==> config.mk <==
export PLATFORM = sky130hd
export DESIGN_NAME = ram_port_arbiter
export DESIGN_NICKNAME = d
export VERILOG_FILES = /design/src/rtl/ram_port_arbiter.sv
export SDC_FILE = /design/constraint.sdc
export NUM_CORES = 1
export LEC_CHECK = 0
export ABC_AREA = 1
export BUFFER_PORTS_ARGS = -buffer_cell sky130_fd_sc_hd__clkbuf_2
export CELL_PAD_IN_SITES_DETAIL_PLACEMENT = 1
export CELL_PAD_IN_SITES_GLOBAL_PLACEMENT = 1
export CORE_AREA = 10 10 110 112
export DETAILED_ROUTE_END_ITERATION = 10
export DIE_AREA = 0 0 120 122
export PLACE_DENSITY_LB_ADDON = 0.08
export SYNTH_ARGS = -nofsm -noshare
export SYNTH_HDL_FRONTEND = slang
export SYNTH_SLANG_ARGS = --single-unit
export TNS_END_PERCENT = 1
==> constraint.sdc <==
create_clock -name HCLK -period 1.6 [get_ports HCLK]
set_input_delay 0.24 -clock HCLK [delete_from_list [all_inputs] [get_ports HCLK]]
set_output_delay 0.24 -clock HCLK [all_outputs]
set_load 0.005 [all_outputs]
==> src/rtl/ram_port_arbiter.sv <==
// Two-port round-robin arbiter in front of a single-port 32-bit block RAM.
// An owner can lock consecutive beats, bounded by MAX_BURST when the other port is waiting.
module ram_port_arbiter #(
    parameter int ADDR_WIDTH = 12,
    parameter int MAX_BURST  = 8
) (
    input  logic                  HCLK,
    input  logic                  HRESET,
    input  logic                  req0,
    input  logic                  req1,
    input  logic                  we0,
    input  logic                  we1,
    input  logic                  lock0,
    input  logic                  lock1,
    input  logic [ADDR_WIDTH-1:0] addr0,
    input  logic [ADDR_WIDTH-1:0] addr1,
    input  logic [3:0]            be0,
    input  logic [3:0]            be1,
    input  logic [31:0]           wdata0,
    input  logic [31:0]           wdata1,
    output logic                  gnt0,
    output logic                  gnt1,
    output logic                  rvalid0,
    output logic                  rvalid1,
    output logic [31:0]           rdata,
    output logic [ADDR_WIDTH-1:0] ramAddr,
    output logic [3:0]            ramWe,
    output logic [31:0]           ramWdata,
    input  logic [31:0]           ramRdata
);
    localparam int CW = $clog2(MAX_BURST + 1);

    typedef enum logic [1:0] {IDLE, OWN0, OWN1} state_t;

    state_t          state_q, state_d;
    logic            last_gnt_q, last_gnt_d;
    logic [CW-1:0]   burst_cnt_q, burst_cnt_d;
    logic            rvalid0_q, rvalid0_d, rvalid1_q, rvalid1_d;
    logic            g0, g1, owner_beat, owner_lock, at_limit;

    assign at_limit = (burst_cnt_q == CW'(MAX_BURST));

    always_ff @(posedge HCLK) begin
        if (HRESET) begin
            state_q     <= IDLE;
            last_gnt_q  <= 1'b1;
            burst_cnt_q <= '0;
            rvalid0_q   <= 1'b0;
            rvalid1_q   <= 1'b0;
        end else begin
            state_q     <= state_d;
            last_gnt_q  <= last_gnt_d;
            burst_cnt_q <= burst_cnt_d;
            rvalid0_q   <= rvalid0_d;
            rvalid1_q   <= rvalid1_d;
        end
    end

    always_comb begin
        g0          = 1'b0;
        g1          = 1'b0;
        owner_beat  = 1'b0;
        owner_lock  = (state_q == OWN0) ? lock0 : lock1;
        state_d     = IDLE;
        burst_cnt_d = '0;
        last_gnt_d  = last_gnt_q;
        if (!HRESET) begin
            // An owner that dropped its request falls through to plain arbitration.
            if (state_q == OWN0 && req0) begin
                if (at_limit && req1) g1 = 1'b1;
                else begin g0 = 1'b1; owner_beat = 1'b1; end
            end else if (state_q == OWN1 && req1) begin
                if (at_limit && req0) g0 = 1'b1;
                else begin g1 = 1'b1; owner_beat = 1'b1; end
            end else if (req0 && req1) begin
                g0 = last_gnt_q;
                g1 = !last_gnt_q;
            end else begin
                g0 = req0;
                g1 = req1;
            end
        end
        if (g0 || g1) last_gnt_d = g1;
        if (owner_beat) begin
            if (owner_lock) begin
                state_d     = state_q;
                burst_cnt_d = at_limit ? burst_cnt_q : burst_cnt_q + CW'(1);
            end
        end else if (g0 && lock0) begin
            state_d     = OWN0;
            burst_cnt_d = CW'(1);
        end else if (g1 && lock1) begin
            state_d     = OWN1;
            burst_cnt_d = CW'(1);
        end
        rvalid0_d = g0 && !we0;
        rvalid1_d = g1 && !we1;
    end

    always_comb begin
        gnt0     = g0;
        gnt1     = g1;
        rvalid0  = rvalid0_q;
        rvalid1  = rvalid1_q;
        rdata    = ramRdata;
        ramAddr  = '0;
        ramWe    = 4'b0000;
        ramWdata = '0;
        if (g0) begin
            ramAddr  = addr0;
            ramWe    = we0 ? be0 : 4'b0000;
            ramWdata = wdata0;
        end else if (g1) begin
            ramAddr  = addr1;
            ramWe    = we1 ? be1 : 4'b0000;
            ramWdata = wdata1;
        end
    end
endmodule

---- Yosys cells after proc, flatten, opt, wreduce, memory -nomap -nowiden ----
Cells that the tools add are included.
storage, ports and cells
  register bits ........................... 9
  input bits .............................. 136
  output and inout port bits .............. 84
  logic and storage cells ................. 57
operators by class
  add/sub/neg operators ................... 1
  equality and inequality tests ........... 5
  mux-type cells .......................... 33
  reduce and logical (&&, ||, !) cells .... 13
operator list
  operator             number
  $mux 32              2
  $mux 4               7
  $mux 12              2
  $mux 1               18
  $logic_and 1x1->1    9
  $mux 2               4
  $add 4x1->4 const B  1
  $eq 4x4->1 const B   1
  $logic_not 1->1      3
  $ne 3x3->1 const B   1
  $eq 2x1->1 const B   1
  $eq 2x2->1 const B   1
  $ne 2x2->1 const B   1
  $logic_or 1x1->1     1

---- Depth between registers and ports, before layout ----
Gate-level depths: netlist of run 1.
  word-level depth ........................ 10
  depth in mapped cells ................... 12
  gate-level depth less buffers ........... 10

---- Worst setup path before layout of run 1 ----
Ideal clock, no wire load.
  path type ............................... register to output
  from .................................... register burst_cnt_q[0]
  to ...................................... output port ramWdata[21]
  arrival ................................. 1.379 ns
  required time ........................... 1.360 ns
  slack ................................... -0.019 ns
  cell stages (with the launch flop) ...... 12
  buffers on the path ..................... 2
  path through ............................ dfxtp_1 -> inv_1 -> ha_1 -> nand3_2 -> o21bai_4 -> nand2_2 -> nand2_4 -> inv_4 -> buf_6 -> buf_6 -> nand2_1 -> nand2_1
between the ends
  cells in the longest elaborated chain, start to end .. 8
  elaborated cells on any way between the ends .. 15
  classes of those cells .................. eq/ne: 1; mux: 12; reduce/logical: 2
RTL lines
  element                 line  text
  start, declared         37    logic [CW-1:0] burst_cnt_q, burst_cnt_d;
  start signal, assigned  53    burst_cnt_q <= burst_cnt_d;
  $eq 4x4->1 (*)          41    assign at_limit = (burst_cnt_q == CW'(MAX_BURST));
  $logic_and 1x1->1       73    if (at_limit && req0) g0 = 1'b1;
  $mux 1                  73
  $mux 1                  72    end else if (state_q == OWN1 && req1) begin
  $mux 1                  69    if (state_q == OWN0 && req0) begin
  $mux 1                  67    if (!HRESET) begin
  $mux 32                 113   end else if (g1) begin
  $mux 32 (*)             109   if (g0) begin
  end, declared           28    output logic [31:0] ramWdata,
Mark *: on every way between the ends. The rest lies on a longest branch, timed or not.

---- Worst setup path in the final report of run 1 ----
  from .................................... register burst_cnt_q[0]
  to ...................................... output port ramWdata[27]
The elaborated chain is that of the path after synthesis.

==> summary by stage, run 1 <==
Logic synthesis
The synthesized net count is about 400. The share of the Yosys chip area taken by registers is between 10% and 20%. Of all cell types, the one taking the most synthesized area is sky130_fd_sc_hd__nand2_1. Counting flops with an async set or reset pin after synthesis yields a share of 0%.

The synthesized instance count is 254. Counting flops with a built-in enable in the synthesized netlist gives 0. The dominant cell by count in the synthesized netlist is sky130_fd_sc_hd__nand2_1. Each instance of the synthesized netlist takes up on average 5.37 µm².

Counting instances in the post-synthesis netlist gives the leading cell types as 145 x sky130_fd_sc_hd__nand2_1, 33 x sky130_fd_sc_hd__buf_4, 13 x sky130_fd_sc_hd__nand3_1, 9 x sky130_fd_sc_hd__dfxtp_1, 9 x sky130_fd_sc_hd__inv_1. The distinct cell type count of the synthesized netlist is 23. After synthesis, the cell types taking the most area are sky130_fd_sc_hd__nand2_1 40%, sky130_fd_sc_hd__buf_4 18%, sky130_fd_sc_hd__dfxtp_1 13%, sky130_fd_sc_hd__nand3_1 4.8%, sky130_fd_sc_hd__nand3_2 2.9%.

Yosys printed 0 warnings. The mapped cell area is 1370 µm². The number of synthesized register bits is 9.

The portion of synthesized cell area occupied by the leading cell type is 39.9%. The most instantiated flip-flop cell in the synthesis netlist is sky130_fd_sc_hd__dfxtp_1.

Critical path
The critical path goes through inv_2 > ha_4 > nand3_2 > o21bai_4 > nand2_2 > nand2_4 > clkinv_8 > clkbuf_16 > nand2_1 > nand2_1 > clkbuf_2. Of all nets on the critical path, the largest fanout is 8. The kind of end point of the critical path is a primary output. On the worst path, the slowest cell contributes a delay of 0.32 ns. The data required time of the critical path is 1.36 ns.

The cell with the biggest individual delay on the critical path is sky130_fd_sc_hd__dfxtp_2. The start point of the critical path is burst_cnt_q[0]$_SDFFE_PP0P_. The data arrival at the endpoint of the critical path is 1.70 ns. In this design, the critical path's most frequently occurring cell is sky130_fd_sc_hd__nand2_1. The minimum setup slack among reg-to-reg paths is 0.16 ns. The worst setup path is launched from a flip-flop.

Counting cells, the worst reg-to-reg path comes to 10. The kind of critical path is flip-flop to primary output. The worst register-to-register path begins at burst_cnt_q[0]$_SDFFE_PP0P_.

CTS
The clock passes through at most 2 buffers. In this run, CTS created clock tree buffers numbering 3. The clock input transition at the sequential cells of the worst setup and hold paths is around 0.050 ns. TritonCTS built the clock tree. The clock sink count is 9. CTS built an H-tree with a depth of 1. The clock latency at the later pin of the worst-skew pair is 0.24 ns. The master cell of the clock root buffer is sky130_fd_sc_hd__clkbuf_8.

Power
For this design the static power due to leakage is 1.51 nW. The worst-case IR drop observed on VDD is 0.150 mV. The power density relative to cell area is around 460 nW/µm².

Net switching is 35.3% of the power. The switching power total is between 0.4 and 0.5 mW. The clock network power share is 23.9%. The total internal power is 0.736 mW.

The proportion of power drawn by combinational gates is 54.9%. The fraction of power consumed by sequential logic is 21.2%.

Detailed routing
The number of design-rule violations left by the first detailed-router iteration is 38. The via-per-instance ratio is around 3.8. The number of detailed-route iterations in the first pass is 4. After detailed routing, the average wire length per cell comes to 14.8 µm. Summed over all layers, the routed wires come to 7930 µm. The number of vias after detailed routing is ~2100. The detail route stage leaves a number of antenna-violating nets equal to 0. The number of DRC violations after detailed routing is 0.

Run
Max-cap violations in this run came to 0.

Die
The number of rows created at floorplan is 37. The count of boundary I/O pins is 220. The placeable core region is 10000 µm². The y dimension of the die is 122 µm. The initial utilization of the core area, before any placement, comes to roughly 14%. The area of the die is 14600 µm². In this run the horizontal extent of the chip is 120 µm.

Status
The flow ran to the end, but the final reports show violations. The checks that failed: negative setup slack.

GRT
The initial antenna violation count is 0. The number of global-route vias before repair is 2250. The wire length of the first global-routing pass is 11500 µm. For this run the aggregate overflow at the end of global routing stands at 0. The largest net degree at the start of global routing is 27. Global routing used 9.60% of the available tracks across all layers.

Timing
The setup slack after layout is -0.342 ns. The actual transition at the worst max-transition pin is between 0.2 and 0.3 ns. The final max-slew violation count is 0. The worst hold-check slack is ~0.24 ns. After layout, the worst path uses 121% of the clock period. Derived from the worst setup path, the maximum achievable clock frequency is 515 MHz. The number of hold violations in the final report is 0. The final setup skew is 0.00640 ns. Counting I/O delays and the setup requirement, the final critical path takes roughly 2 ns. Setup repair after global routing could not meet its margin everywhere. The relative slew slack is 82.8%.

Setup violations remaining at the end of the flow were counted as 50.

Min path
The worst hold path startpoint is we1. The worst hold path cell count is 2. The tightest min-delay check is of the input port to flip-flop type.

Final layout
Fill cells in the final layout number 1355. The fraction of final layout cells sized beyond drive strength 1 is 53.1%. Relative to the synthesized area, the layout overhead comes to 80.0%. In the final design database the tool counted 540 nets. The combined flip-flop and latch cell area is 183 µm². The utilization of the core after routing is 24.5%. The repair_antennas step left the layout with diodes totalling 0. The multi-input combinational cells in the finished layout cover a total of 876 µm².

Placed design
The count of buffers from port buffering is 155. The placer's final routability congestion estimate is approximately 0.75. The HPWL after detailed placement is 6730 µm.
final timing paths:
check	to
hold / removal	rvalid1$_SDFF_PP0_
hold reg to reg	last_gnt_q$_SDFFE_PP1P_
setup / recovery	ramWdata[27]
setup reg to reg	burst_cnt_q[1]$_SDFFE_PP0P_
repair_timing:
action | CTS | global route
cloned | 0 | 6
gates resized for setup | 4 | 15
endpoints found under the hold margin | 0 | 0
endpoints found under the setup margin | 50 | 51
buffers inserted | 0 | 2
hold buffers | 0 | 0
pin swaps | 0 | 7
critical path: cells and delay by family (launching register included):
family | cells | cell delay, ns
compound gates | 1 | 0.17
fa+ha+maj | 1 | 0.13
flops | 1 | 0.32
simple gates | 5 | 0.38
buf+inv | 4 | 0.45
per-stage QoR:
step           worst slack [ns]  std cells  power [mW]  setup TNS, ns  area, µm²
2_1_floorplan            0.0118        254       0.528              0       1380
3_3_place_gp             -0.119        525       0.811          -4.19       2220
3_5_place_dp             -0.142        525       0.813          -5.78       2220
4_1_cts                  -0.386        529        1.10         -17.91       2280
5_1_grt                  -0.473        537        1.25         -22.40       2460
6_report                 -0.342        537        1.14         -15.73       2460
metal layers:
metal / share of wire (%) / up-vias / track usage [%]
met3: 11 / 16 / 5.13
met4: 1.3 / 0 / 2.49
met5: 0 / - / 0
met2: 55 / 92 / 18.6
met1: 32 / 903 / 8.47
li1: - / 1040 / -
registers in the layout, indices dropped and copies added, names as in the netlist:
name	cells
burst_cnt_q	4
state_q	2
last_gnt_q	1
rvalid0	1
rvalid1	1
kinds of logic (layout without fill, tap and decap cells):
kind of cell	Yosys count	after routing	synth area share (%)
and+or+nand+nor	178	178	53.5
AOI/OAI and AO/OA	8	8	4.03
DFF	9	9	13.2
adders and majority gates	2	2	1.83
xor gates and xnor gates	2	2	1.28
buffers and inverters	55	202	26.1
cells in the final DEF, fill, tap and decap left out, types with 4 or more instances in the layout:
cell type	count
sky130_fd_sc_hd__a21oi_1	4
sky130_fd_sc_hd__buf_4	20
sky130_fd_sc_hd__clkbuf_16	4
sky130_fd_sc_hd__clkbuf_2	152
sky130_fd_sc_hd__dfxtp_1	7
sky130_fd_sc_hd__inv_1	8
sky130_fd_sc_hd__nand2_1	141
sky130_fd_sc_hd__nand2_2	6
sky130_fd_sc_hd__nand3_1	9
sky130_fd_sc_hd__nand3_2	8
sky130_fd_sc_hd__nor2_1	8
layout make-up:
type,instances,area share (%)
clock buffer,4,1.83
inverter,13,2.60
multi-input combinational,190,35.6
sequential,9,7.43
tap,136,6.92
timing repair buffer,185,45.6
power by group through the flow:
| stage | Combinational (mW) | Clock (mW) | Sequential (mW) |
|---|---|---|---|
| 2_1_floorplan | 0.283 | 0 | 0.245 |
| 3_3_place_gp | 0.566 | 0 | 0.245 |
| 3_5_place_dp | 0.567 | 0 | 0.246 |
| 4_1_cts | 0.574 | 0.286 | 0.241 |
| 5_1_grt | 0.708 | 0.299 | 0.243 |
| 6_report | 0.624 | 0.272 | 0.241 |
(Power assumes the default switching activity.)
==> run 2: changes to the inputs <==
Settings changed: SETUP_SLACK_MARGIN set to 0.15.
==> run 2 against run 1 <==
The flow still finishes with violations (negative setup slack). Sequential power hardly changed. Cell count is 1.7% lower. Routed wire length is 2.5% lower. Highest routed layer unchanged. Non-clock buffer count is 9 lower. Register-to-register slack hardly changed. Maximum frequency is 1.4% higher. Utilization is 0.96 points lower. Combinational power is 5.4% lower. Sequential cell count stayed put. Critical endpoint is now ramWdata[1]. Power is 2.7% lower. Clock power hardly changed.
==> summary by stage, run 2 (synthesis gave the netlist of run 1 again) <==
Critical path
The worst reg2reg path depth is 10 (unchanged). The largest fanout on the critical path is 12 (+4). The start point of the critical path is burst_cnt_q[1]$_SDFFE_PP0P_. The start of the worst register-to-register path is burst_cnt_q[1]$_SDFFE_PP0P_. The worst setup path is launched from a flip-flop. The data arrival at the endpoint of the critical path came to 1.68 ns (-0.02 ns). The data required time of the critical path is 1.36 ns (about the same). STA classifies the critical path endpoint as a primary output. The minimum setup slack among reg-to-reg paths is 0.17 ns (about the same).

The worst register-to-register path ends at last_gnt_q$_SDFFE_PP1P_. The kind of critical path is flip-flop to primary output.

Power
The switching power total came to 0.395 mW (-1.7%). The switching power as a share of total power is 35.7% (+0.37 points). The total internal power came to 0.712 mW (-3.3%).

The power density relative to cell area was 469 nW/µm² (+1.3%). The clock network power share is 24.9% (+1.0 points). The leakage power summed over all cells was 1.46 nW (-3.6%). The largest voltage drop on the vdd net is 0.148 mV (-0.95%). The proportion of power drawn by combinational gates was 53.3% (-1.6 points). The fraction of power consumed by sequential logic was 21.8% (+0.6 points).

Timing
The actual transition at the worst max-transition pin was 0.228 ns (-0.0300 ns). The relative slew slack is 84.7% (+1.9 points). The final setup skew is 0.00489 ns (-0.00151 ns).

The accumulated negative setup slack came to -14.80 ns (+0.931 ns). Setup repair after global routing could not meet its margin everywhere. The final max-slew violation count is 0 (unchanged).

The final clock period utilization by the worst path is 120% (-1.6 points). The number of hold violations in the final report came to 0 (unchanged). The setup-violating endpoint count in the final report is 50 (unchanged). The clock period minus final worst setup slack is 1.92 ns (-0.0260 ns). The fmax is 522 MHz (+1.4%). The worst hold-check slack was 0.236 ns (-0.00475 ns). The setup slack after layout is -0.316 ns (+0.0260 ns).

Final layout
The multi-input combinational cell area came to 867 µm² (-1.0%). The total number of nets in the final design is 531 (-1.7%). The layout-stage area growth over the synthesis result is 73.0%.

In the layout the commonest cells are 150 x sky130_fd_sc_hd__clkbuf_2, 143 x sky130_fd_sc_hd__nand2_1, 13 x sky130_fd_sc_hd__buf_4. The number of flip-flops under the largest register name is 4 (unchanged). The register name with the most flops is burst_cnt_q. In the final layout, the registers with the most flip-flops are burst_cnt_q x4, state_q x2. The antenna diode instance count is 0 (unchanged). The combined flip-flop and latch cell area is 183 µm² (unchanged). The design area is 2360 µm² (-3.9%). The number of inserted filler cells in the final layout is 1355 (unchanged). The fraction of final layout cells sized beyond drive strength 1 was 51.5% (-1.6 points). The library cell used most frequently in the layout, excluding fill and tap cells, is sky130_fd_sc_hd__clkbuf_2.

Detailed routing
In this run the top signal layer used is met4. The total length of routed met2 wires is 4320 µm (-1.2%). The total length of routed met3 wires is 805 µm (-9.4%). The number of vias after detailed routing is 2016 (-1.7%). The number of detailed-route iterations in the first pass was 4 (unchanged). The number of DRC violations after detailed routing is 0 (unchanged). The total detailed-routing wirelength is 7730 µm (-2.5%). The via-per-instance ratio is 3.82 (about the same). The post-route antenna net violation count is 0 (unchanged). The number of design-rule violations left by the first detailed-router iteration came to 27 (-29%). The met1 routed wirelength after detailed routing is 2410 µm (-5.9%). The average wire length per cell after detail routing was 14.6 µm (-0.82%).

Status
The run finished, with violations left. The checks that failed: negative setup slack.

CTS
The maximum clock insertion buffer count is 2 (unchanged). The H-tree depth reported by CTS is 1 (unchanged). The clock sink count is 9 (unchanged). The number of buffers created by CTS is 3 (unchanged). The master cell of the clock root buffer is sky130_fd_sc_hd__clkbuf_8. The clock input transition at the sequential cells of the worst setup and hold paths is 0.05 ns (about the same). The clock latency at the later pin of the worst-skew pair is 0.24 ns (about the same). TritonCTS built the clock tree.

Min path
The kind of path behind the tightest hold check is input port to flip-flop. In this run the most critical hold path is launched from we1. The worst hold path cell count is 2 (unchanged). The path with the worst hold slack has its endpoint at rvalid1$_SDFF_PP0_.

GRT
The number of global-route vias before repair is 2193 (-2.5%). The largest net degree at the start of global routing was 30 (+11%). The total global routing overflow came to 0 (unchanged). The wire length of the first global-routing pass was 11400 µm (-0.49%). The initial antenna violation count is 0 (unchanged).

The overall fraction of global-route tracks in use is 9.63% (+0.036 points).

Placed design
The count of buffers from port buffering is 155 (unchanged). The placer's final routability congestion estimate was 0.717 (-4.7%). The post-place instance area is 2190 µm² (-1.3%).

The worst-case setup slack after placement is -0.151 ns (-0.00812 ns). The placed wire-length estimate came to 6690 µm (-0.61%).

Die
The effective utilization at floorplan came to 13.6% (unchanged). The area of the die is 14600 µm² (unchanged). The placeable core region is 10000 µm² (unchanged).

The number of rows created at floorplan is 37 (unchanged). The width of the die is 120 µm (unchanged). The count of boundary I/O pins was 220 (unchanged). The y dimension of the die is 122 µm (unchanged).

Run
The number of max-cap violations was 0 (unchanged).
## run 2: worst max-delay path: stages (launching register included)
cell and delay, ns:
sky130_fd_sc_hd__dfxtp_2 0.32, sky130_fd_sc_hd__inv_2 0.06, sky130_fd_sc_hd__ha_4 0.15, sky130_fd_sc_hd__nand3_4 0.07, sky130_fd_sc_hd__o21bai_4 0.17, sky130_fd_sc_hd__nand2_2 0.10
sky130_fd_sc_hd__nand2_4 0.10, sky130_fd_sc_hd__clkinv_8 0.08, sky130_fd_sc_hd__buf_12 0.15, sky130_fd_sc_hd__nand2_1 0.06, sky130_fd_sc_hd__nand2_1 0.05, sky130_fd_sc_hd__buf_2 0.12
## run 2: stage by stage
step / utilization (%) / power (mW) / std cells
3_5_place_dp: 21.8 / 0.800 / 521
3_3_place_gp: 21.8 / 0.797 / 521
4_1_cts: 22.9 / 1.12 / 527
6_report: 23.5 / 1.11 / 528
2_1_floorplan: - / 0.530 / 254
5_1_grt: 23.5 / 1.22 / 528
## run 2: worst max path at each step
stage / endpoint / cells after the start
after floorplan: ramWdata[21] / 12
after global placement: ramAddr[4] / 12
after detailed placement: ramAddr[4] / 12
after CTS: ramAddr[4] / 12
after global routing: ramWe[2] / 12
final: ramWdata[1] / 11
## run 2: layer usage
metal | vias to the layer above | GRT usage [%]
met1 | 888 | 8.57
li1 | 1018 | -
met2 | 88 | 18.6
met5 | - | 0
met3 | 22 | 4.53
met4 | 0 | 3.47
## run 2: timing repair
action                                  4_1_cts  5_1_grt
gates cloned                                  1        1
pin swaps                                     2        4
endpoints found under the setup margin       50       53
buffers inserted                              1        0
resized for setup                             9       15
hold buffers                                  0        0
## run 2: power groups by stage
| stage | Combinational, mW | Clock, mW | Sequential [mW] |
|---|---|---|---|
| finish | 0.590 | 0.275 | 0.242 |
| global route | 0.671 | 0.303 | 0.243 |
| CTS | 0.587 | 0.291 | 0.241 |
| detailed placement | 0.554 | 0 | 0.246 |
| global placement | 0.552 | 0 | 0.246 |
| floorplan | 0.286 | 0 | 0.245 |
## run 2: final cells by class
class / count / area share (%)
repair buffers: 176 / 43.6
clock buffers: 4 / 1.91
well taps: 136 / 7.21
multi-input cells: 190 / 36.7
flip-flops and latches: 9 / 7.74
inverters: 13 / 2.81
